## src/rtl/sample_read_arbiter.sv

```systemverilog
// Round-robin share of the sample RAM read port among N_CONS consumers, bursts of up to BURST_LEN samples.
// Latency: grant registered two cycles after a request is seen in IDLE; data/valid/ready pass through combinationally.
// Backpressure: RAM ready follows the granted consumer's ready; optional stall watchdog under ARB_TIMEOUT_EN.
module sample_read_arbiter #(
    parameter int N_CONS    = 4,
    parameter int DATA_W    = 24,
    parameter int BURST_LEN = 64,
    parameter int TIMEOUT   = 255
) (
    input  logic              clk_i,
    input  logic              rst_ni,
    input  logic [DATA_W-1:0] ram_read_data_i,
    input  logic              ram_read_valid_i,
    output logic              ram_read_ready_o,
    input  logic              ram_buffer_ready_i,
    input  logic [N_CONS-1:0] cons_req_i,
    input  logic [N_CONS-1:0] cons_ready_i,
    output logic [N_CONS-1:0] cons_valid_o,
    output logic [DATA_W-1:0] cons_data_o,
    output logic [N_CONS-1:0] grant_o,
    output logic              busy_o,
    output logic              timeout_o
);

    localparam int PTR_W = (N_CONS > 1) ? $clog2(N_CONS) : 1;
    localparam int CNT_W = $clog2(BURST_LEN + 1);
    localparam logic [CNT_W-1:0] CNT_LAST = CNT_W'(BURST_LEN - 1);
    localparam logic [PTR_W-1:0] PTR_LAST = PTR_W'(N_CONS - 1);

    typedef enum logic [1:0] {
        ST_IDLE,
        ST_ARB,
        ST_BURST,
        ST_RELEASE
    } state_t;

    state_t             state_q, state_d;
    logic [N_CONS-1:0]  grant_q, grant_d;
    logic [PTR_W-1:0]   gidx_q, gidx_d;
    logic [PTR_W-1:0]   ptr_q, ptr_d;
    logic [CNT_W-1:0]   cnt_q, cnt_d;

    logic               in_burst;
    logic               xfer;
    logic               stall_hit;
    logic [PTR_W-1:0]   cand [N_CONS];
    logic [PTR_W-1:0]   pick_idx;
    logic               pick_vld;

    assign in_burst = (state_q == ST_BURST);
    assign xfer     = in_burst & ram_buffer_ready_i & ram_read_valid_i & cons_ready_i[gidx_q];

    // Scan requesters starting at ptr_q so a re-raised request waits its turn.
    always_comb begin
        pick_idx = '0;
        pick_vld = 1'b0;
        for (int i = 0; i < N_CONS; i++) begin
            cand[i] = PTR_W'((int'(ptr_q) + i) % N_CONS);
            if (!pick_vld && cons_req_i[cand[i]]) begin
                pick_vld = 1'b1;
                pick_idx = cand[i];
            end
        end
    end

`ifdef ARB_TIMEOUT_EN
    localparam int STALL_W = (TIMEOUT > 0) ? $clog2(TIMEOUT + 1) : 1;
    localparam logic [STALL_W-1:0] STALL_MAX = STALL_W'(TIMEOUT);

    logic [STALL_W-1:0] stall_q, stall_d;

    assign stall_hit = in_burst && (stall_q == STALL_MAX);

    always_comb begin
        stall_d = stall_q;
        if (state_q == ST_ARB) begin
            stall_d = '0;
        end else if (in_burst) begin
            if (xfer) begin
                stall_d = '0;
            end else if (ram_read_valid_i && (stall_q != STALL_MAX)) begin
                stall_d = stall_q + 1'b1;
            end
        end
    end

    always_ff @(posedge clk_i or negedge rst_ni) begin
        if (!rst_ni) begin
            stall_q <= '0;
        end else begin
            stall_q <= stall_d;
        end
    end
`else
    assign stall_hit = 1'b0;
`endif

    always_comb begin
        state_d = state_q;
        grant_d = grant_q;
        gidx_d  = gidx_q;
        ptr_d   = ptr_q;
        cnt_d   = cnt_q;
        case (state_q)
            ST_IDLE: begin
                if (ram_buffer_ready_i && (|cons_req_i)) begin
                    state_d = ST_ARB;
                end
            end
            ST_ARB: begin
                if (pick_vld) begin
                    grant_d = N_CONS'(1) << pick_idx;
                    gidx_d  = pick_idx;
                    cnt_d   = '0;
                    state_d = ST_BURST;
                end else begin
                    state_d = ST_IDLE;
                end
            end
            ST_BURST: begin
                if (xfer) begin
                    cnt_d = cnt_q + 1'b1;
                end
                // The last sample is accepted in the same cycle the burst ends.
                if ((xfer && (cnt_q == CNT_LAST)) ||
                    (!xfer && !cons_req_i[gidx_q]) ||
                    !ram_buffer_ready_i ||
                    stall_hit) begin
                    state_d = ST_RELEASE;
                end
            end
            ST_RELEASE: begin
                grant_d = '0;
                ptr_d   = (gidx_q == PTR_LAST) ? '0 : gidx_q + 1'b1;
                state_d = ST_IDLE;
            end
            default: begin
                state_d = ST_IDLE;
            end
        endcase
    end

    always_ff @(posedge clk_i or negedge rst_ni) begin
        if (!rst_ni) begin
            state_q <= ST_IDLE;
            grant_q <= '0;
            gidx_q  <= '0;
            ptr_q   <= '0;
            cnt_q   <= '0;
        end else begin
            state_q <= state_d;
            grant_q <= grant_d;
            gidx_q  <= gidx_d;
            ptr_q   <= ptr_d;
            cnt_q   <= cnt_d;
        end
    end

    assign ram_read_ready_o = in_burst & ram_buffer_ready_i & cons_ready_i[gidx_q];
    assign cons_valid_o     = grant_q & {N_CONS{in_burst & ram_buffer_ready_i & ram_read_valid_i}};
    assign cons_data_o      = ram_read_data_i;
    assign grant_o          = grant_q;
    assign busy_o           = (state_q != ST_IDLE);
    assign timeout_o        = stall_hit;

endmodule

```

## config.mk

```make
export PLATFORM = sky130hd
export DESIGN_NAME = sample_read_arbiter
export DESIGN_NICKNAME = d
export VERILOG_FILES = /design/src/rtl/sample_read_arbiter.sv
export SDC_FILE = /design/constraint.sdc
export NUM_CORES = 1
export LEC_CHECK = 0
export ABC_AREA = 1
export CAP_MARGIN = 20
export CORE_ASPECT_RATIO = 1.1
export CORE_MARGIN = 2
export CORE_UTILIZATION = 45
export CTS_BUF_LIST = sky130_fd_sc_hd__clkbuf_2 sky130_fd_sc_hd__clkbuf_4 sky130_fd_sc_hd__clkbuf_8
export DETAILED_ROUTE_END_ITERATION = 8
export PLACE_DENSITY = 0.93
export SKIP_LAST_GASP = 1
export SLEW_MARGIN = 0
export SYNTH_ARGS = -nofsm -noshare
export SYNTH_HDL_FRONTEND = slang
export SYNTH_SLANG_ARGS = --single-unit
```

## constraint.sdc

```tcl
create_clock -name clk_i -period 2.8 [get_ports clk_i]
set_clock_uncertainty 0.1 [all_clocks]
set_input_delay 0.42 -clock clk_i [delete_from_list [all_inputs] [get_ports clk_i]]
set_output_delay 0.42 -clock clk_i [all_outputs]
set_load 0.02 [all_outputs]
```

==> results of run 1 <==
==> sequential cells by signal (all words and copies together), names as in the netlist, named ones only <==
name / flops
cnt_q: 7
grant_o: 4
gidx_q: 2
ptr_q: 2
state_q: 1
==> per-stage QoR <==
stage               util [%]  worst slack [ps]  hold WS, ps  cells
global route           49.32             167.3        457.9    226
detailed placement     48.41             302.2        410.8    222
CTS                    49.32             292.1        436.9    226
floorplan                  -              1225        24.41    193
global placement       48.41             310.8        406.5    222
finish                 49.32             316.9        429.5    226
==> layout by cell type (no fill, tap or decap), types with 2 or more instances in the layout <==
master and instances:
nand2_1 42, o21ai_0 7, nand4_1 7, a21oi_1 8, clkdlybuf4s50_1 21, nand3_1 8
ha_1 2, nor2_1 10, dfrtp_1 17, nand3_2 7, o21ai_1 3, inv_2 3
inv_1 21, nand2_2 17, o22ai_1 2, clkbuf_4 3, nand2_4 2
==> report_power, final <==
group | switching (mW) | internal, mW | leakage (nW)
logic | 0.528 | 0.314 | 0.479
clock network | 0.0847 | 0.0533 | 0.0177
registers | 0.0939 | 0.316 | 0.223
total | 0.707 | 0.683 | 0.719
==> path summary, 6_finish.rpt <==
check                              startpoint               to  slack, ps  cells after the start
setup / recovery           ram_buffer_ready_i  cons_valid_o[3]        320                      6
hold / removal                     grant_o[0]       grant_o[0]        430                      2
setup reg to reg                     ptr_q[0]       grant_o[2]       1010                     10
hold reg to reg                    grant_o[0]       grant_o[0]        430                      2
max in group asynchronous              rst_ni        gidx_q[1]       1670                      1
min in group asynchronous              rst_ni         cnt_q[4]        460                      1
==> final cells by class <==
| cell class | count | area, µm² |
|---|---|---|
| well taps | 34 | 42.54 |
| clock buffers | 3 | 22.52 |
| multi-input cells | 126 | 694.4 |
| repair buffers | 21 | 210.2 |
| flip-flops and latches | 17 | 425.4 |
| fillers | 295 | 1531 |
| inverters | 24 | 90.09 |
| clock inverters | 1 | 5.005 |
==> worst min-delay path: stages, from the launching register on <==
cell	delay (ps)
dfrtp_1	390
nand2_1	70
o21ai_2	50
==> cells by family (layout without fill, tap and decap cells) <==
family | count (synthesis) | after routing | synth area share [%]
buffers and inverters | 50 | 49 | 20.52
AND/OR/NAND/NOR | 98 | 98 | 36.86
adder cells (fa/ha/maj) | 2 | 2 | 1.776
flip-flops | 17 | 17 | 30.20
other | 1 | 1 | 0.2662
AO/OA/AOI/OAI | 24 | 24 | 9.769
XOR/XNOR | 1 | 1 | 0.6218
==> per-layer routing <==
layer  part of all wire, %  wire length (µm)  vias up
li1                      -                 -      595
met1                    42              1121      545
met2                    52              1387       21
met3                   3.7                98        7
met4                   2.4                64        0
met5                     0                 0        -
==> metrics.yaml, run 1 <==
async_flop_share_pct: 100.0
ant_nets: 0
critPathMaxFanout: 4
cp_common_cell: "clkdlybuf4s50_1"
ctsRootBufferMaster: "clkbuf_4"
yosysSeqAreaShare_pct: 30.20
hold_viol: 0
grt_max_degree: 18
drc_errors: 0
path_delay_family: "buffers and inverters"
cts.sinks: 17
grt_pass1_wl_um: 4754
syn_inst: 193
synth_most_common_cell: "nand2_1"
grtUsageMet2_pct: 28.55
worst_pin_slew_ps: 760.2
grt_pass1_vias: 1188
numCtsBuffers: 3
required_ps: 2280
first_iter_violations: 37
routedWlPerCell_um: 11.82
max_slew_margin_pct: 49.16
cts_tree: "done"
core_um2: 3022
finalSetupViolCount: 0
synth_cell_types: 28
ys_ff_latch: 17
ys.flop_type: "dfrtp_1"
synth.area.top_cells: "dfrtp_1, buf_4, nand2_1"
synth_fp_nets: 231
synth_area_leader_cell: "dfrtp_1"
finalMaxSlewViolations: 0
drt-vias-per-instance: 5.168
clk_latency_ps: 300
crit_path_cell_trace: "clkdlybuf4s50_1 -> nand3_1 -> inv_1 -> nand2_1 -> nor2_1 -> clkdlybuf4s50_1"
syn_avg_cell_area_um2: 7.300
max_freq_ghz: 0.4027
p_leak_nw: 0.7193
path_clk_slew_ps: 100
min_period_ps: 2483
grtUsageTotal_pct: 16.29
die_h_um: 62.69
start_util_pct: 46.63
max_cap_violations: 0
hpwl_um: 2107
diodes: 0
use_met1_pct: 18.99
area.growth.synth_to_final_pct: 5.773
finalCritPeriodShare_pct: 88.68
crit_arrival_ps: 1960
grt_antenna_before_repair: 0
numPortBuffers: 21
start_kind: "input port"
synth_common_cells: "nand2_1, buf_4, inv_1, dfrtp_1, nand2_2"
cts_resized: 0
final_area_um2: 1490
die-area_um2: 3595
vias: 1168
rsz0062_at_grt: "false"
path_class: "in2out"
firstDrtPassIters: 4
grt.met3_usage_pct: 1.449
gr-total-overflow: 0
max-vdd-ir-drop_mv: 0.5074
path_buf_inv: 3
die_x_um: 57.35
fin_nets: 231
routed_wl_um: 2671
power.density_nw_per_um2: 933.0
cp_slowest_cell: "clkdlybuf4s50_1"
htree_num_levels: 1
outcome: "finished clean"
hold_buffers: 0
yosys_warnings: 0
cts_buffer_depth: 2
syn_area_um2: 1409
placed_area_um2: 1463
fin_tns_setup_ps: 0
postCtsSetupBuffers: 0
placementRows: 21
totalPowerFinal_mw: 1.390
max_stage_delay_ps: 600
gp_congestion: 0.8291
pin_count: 71
synth_edf_count: 0
cp-end-kind: "output port"
layout-drive-gt1-share_pct: 19.79
top_usage_layer: "met2"
hold_path_class: "reg2reg"
synth_top_area_share_pct: 30.20
No activity file was read; power rests on OpenSTA's default activity.
==> run 2, diff against run 1 <==
--- a/config.mk
+++ b/config.mk
@@ -13,6 +13,7 @@
 export CTS_BUF_LIST = sky130_fd_sc_hd__clkbuf_2 sky130_fd_sc_hd__clkbuf_4 sky130_fd_sc_hd__clkbuf_8
 export DETAILED_ROUTE_END_ITERATION = 8
 export PLACE_DENSITY = 0.93
+export RECOVER_POWER = 100
 export SKIP_LAST_GASP = 1
 export SLEW_MARGIN = 0
 export SYNTH_ARGS = -nofsm -noshare
==> run 2 against run 1 <==
First-iteration DRC count up 22%. Final cell count unchanged. Die area unchanged. Combinational power down 5.3%. Final area down 1.6%. Clock power about the same. Highest routed layer unchanged. Flip-flop and latch count unchanged. Critical path type unchanged. Critical path depth unchanged.
==> metrics.yaml, run 2 (synthesis gave the netlist of run 1 again) <==
rsz0062_at_grt: "false"  # unchanged
hold_viol: 0  # unchanged
die_h_um: 62.69  # unchanged
hold_path_class: "reg2reg"  # unchanged
firstDrtPassIters: 4  # unchanged
first_iter_violations: 45  # was 37
routedWlPerCell_um: 11.78  # was 11.82 µm
start_util_pct: 46.63  # unchanged
path_buf_inv: 3  # unchanged
placed_area_um2: 1463  # unchanged
clkPwrFrac_pct: 10.2  # was 9.9%
worst_pin_slew_ps: 763.9  # was 760.2 ps
area.growth.synth_to_final_pct: 4.086  # was 5.773%
fin_tns_setup_ps: 0  # unchanged
critPathMaxFanout: 4  # unchanged
max_stage_delay_ps: 670  # was 600 ps
gp_congestion: 0.8291  # unchanged
cts_tree: "done"  # unchanged
crit_path_cell_trace: "clkdlybuf4s50_1 -> nand3_1 -> inv_1 -> nand2_1 -> nor2_1 -> dlygate4sd3_1"  # was clkdlybuf4s50_1 -> nand3_1 -> inv_1 -> nand2_1 -> nor2_1 -> clkdlybuf4s50_1
min_period_ps: 2541  # was 2483 ps
cts_resized: 0  # unchanged
hpwl_um: 2107  # unchanged
gr-total-overflow: 0  # unchanged
seq_power_share_pct: 30.4  # was 29.5%
layout_commonest_cell: "nand2_1"  # unchanged
path_class: "in2out"  # unchanged
fin_nets: 231  # unchanged
layout.cells.non_filler: 226  # unchanged
grt_pass1_wl_um: 4754  # unchanged
start_kind: "input port"  # unchanged
fin_util_pct: 48.53  # was 49.32%
max_cap_violations: 0  # unchanged
power.density_nw_per_um2: 914.3  # was 933.0 nW/µm²
die-area_um2: 3595  # unchanged
path_clk_slew_ps: 100  # about the same
hold_buffers: 0  # unchanged
finalSetupViolCount: 0  # unchanged
pin_count: 71  # unchanged
grtUsageTotal_pct: 16.29  # unchanged
final_area_um2: 1466  # was 1490 µm²
clk_latency_ps: 300  # about the same
postCtsSetupBuffers: 0  # unchanged
max_freq_ghz: 0.3935  # was 0.4027 GHz
core_um2: 3022  # unchanged
whs_ps: 422.6  # was 429.5 ps
crit_arrival_ps: 2020  # was 1960 ps
dp.cells: 222  # unchanged
ant_nets: 0  # unchanged
p_leak_nw: 0.7418  # was 0.7193 nW
max-vdd-ir-drop_mv: 0.4918  # was 0.5074 mV
numPortBuffers: 21  # unchanged
placementRows: 21  # unchanged
drc_errors: 0  # unchanged
cts_buffer_depth: 2  # unchanged
routed_wl_um: 2663  # was 2671 µm
p_int_uw: 657.3  # was 683.3 µW
die_x_um: 57.35  # unchanged
cp-end-kind: "output port"  # unchanged
grt_pass1_vias: 1188  # unchanged
cp_slowest_cell: "dlygate4sd3_1"  # was clkdlybuf4s50_1
numCtsBuffers: 3  # unchanged
layout-drive-gt1-share_pct: 17.19  # was 19.79%
top_register: "cnt_q"  # unchanged
finalMaxSlewViolations: 0  # unchanged
htree_num_levels: 1  # unchanged
outcome: "finished clean"  # unchanged
p_comb_share_pct: 59.4  # was 60.6%
drt-vias-per-instance: 5.177  # was 5.168
cts.sinks: 17  # unchanged
finalCritPeriodShare_pct: 90.76  # was 88.68%
mostFrequentLayoutCells: "nand2_1, inv_1, dfrtp_1"  # was nand2_1, inv_1, clkdlybuf4s50_1
ctsRootBufferMaster: "clkbuf_4"  # unchanged
p_sw_uw: 683.5  # was 707.0 µW
grt_max_degree: 18  # unchanged
p_sw_share_pct: 50.98  # was 50.85%
vias: 1170  # was 1168
required_ps: 2280  # about the same
max_slew_margin_pct: 48.91  # was 49.16%
grt_antenna_before_repair: 0  # unchanged
diodes: 0  # unchanged
path_delay_family: "buffers and inverters"  # unchanged
largest_register_ffs: 7  # unchanged
==> run 2: per-stage QoR <==
step / total power [mW] / setup WS [ps]
2_1_floorplan: 1.106 / 1225
3_3_place_gp: 1.226 / 310.8
3_5_place_dp: 1.259 / 302.2
4_1_cts: 1.398 / 292.1
5_1_grt: 1.468 / 108.8
6_report: 1.341 / 258.6
==> run 2: power groups by stage <==
stage	Combinational (mW)	Sequential, mW	Clock [mW]
4_1_cts	0.849	0.410	0.140
3_5_place_dp	0.843	0.415	0
5_1_grt	0.901	0.420	0.147
3_3_place_gp	0.816	0.410	0
6_report	0.797	0.408	0.136
2_1_floorplan	0.701	0.405	0
==> run 2: layout make-up <==
type	count	area, µm²
clock buffers	3	22.52
clock inverters	1	5.005
fillers	300	1555
inverters	24	90.09
multi-input cells	126	670.6
flip-flops and latches	17	425.4
well taps	34	42.54
repair buffers	21	210.2
==> run 2: per-layer routing <==
metal	global-route usage (%)	up-vias	share of wire, %
li1	-	597	-
met1	18.99	548	42
met2	28.55	18	52
met3	1.449	7	3.4
met4	9.012	0	2.4
met5	0	-	0
==> run 2: worst reg2reg max path, stage by stage, from the launching register on <==
cell	delay, ps
dfrtp_1	620
inv_2	190
nand2_1	150
nand2_2	70
nand2_1	70
nand2_1	60
nor2_2	80
nand3_2	80
nand3_2	80
nand2_1	80
o21ai_0	190
==> run 2: path summary, 6_finish.rpt <==
path / from / slack [ps] / endpoint / cells past startpoint
worst min-delay path: grant_o[3] / 420 / grant_o[3] / 2
worst max register to register: ptr_q[0] / 960 / grant_o[2] / 10
worst max-delay path: ram_buffer_ready_i / 260 / cons_valid_o[3] / 6
max in group asynchronous: rst_ni / 1600 / gidx_q[0] / 1
worst min register to register: grant_o[3] / 420 / grant_o[3] / 2
min in group asynchronous: rst_ni / 530 / cnt_q[4] / 1
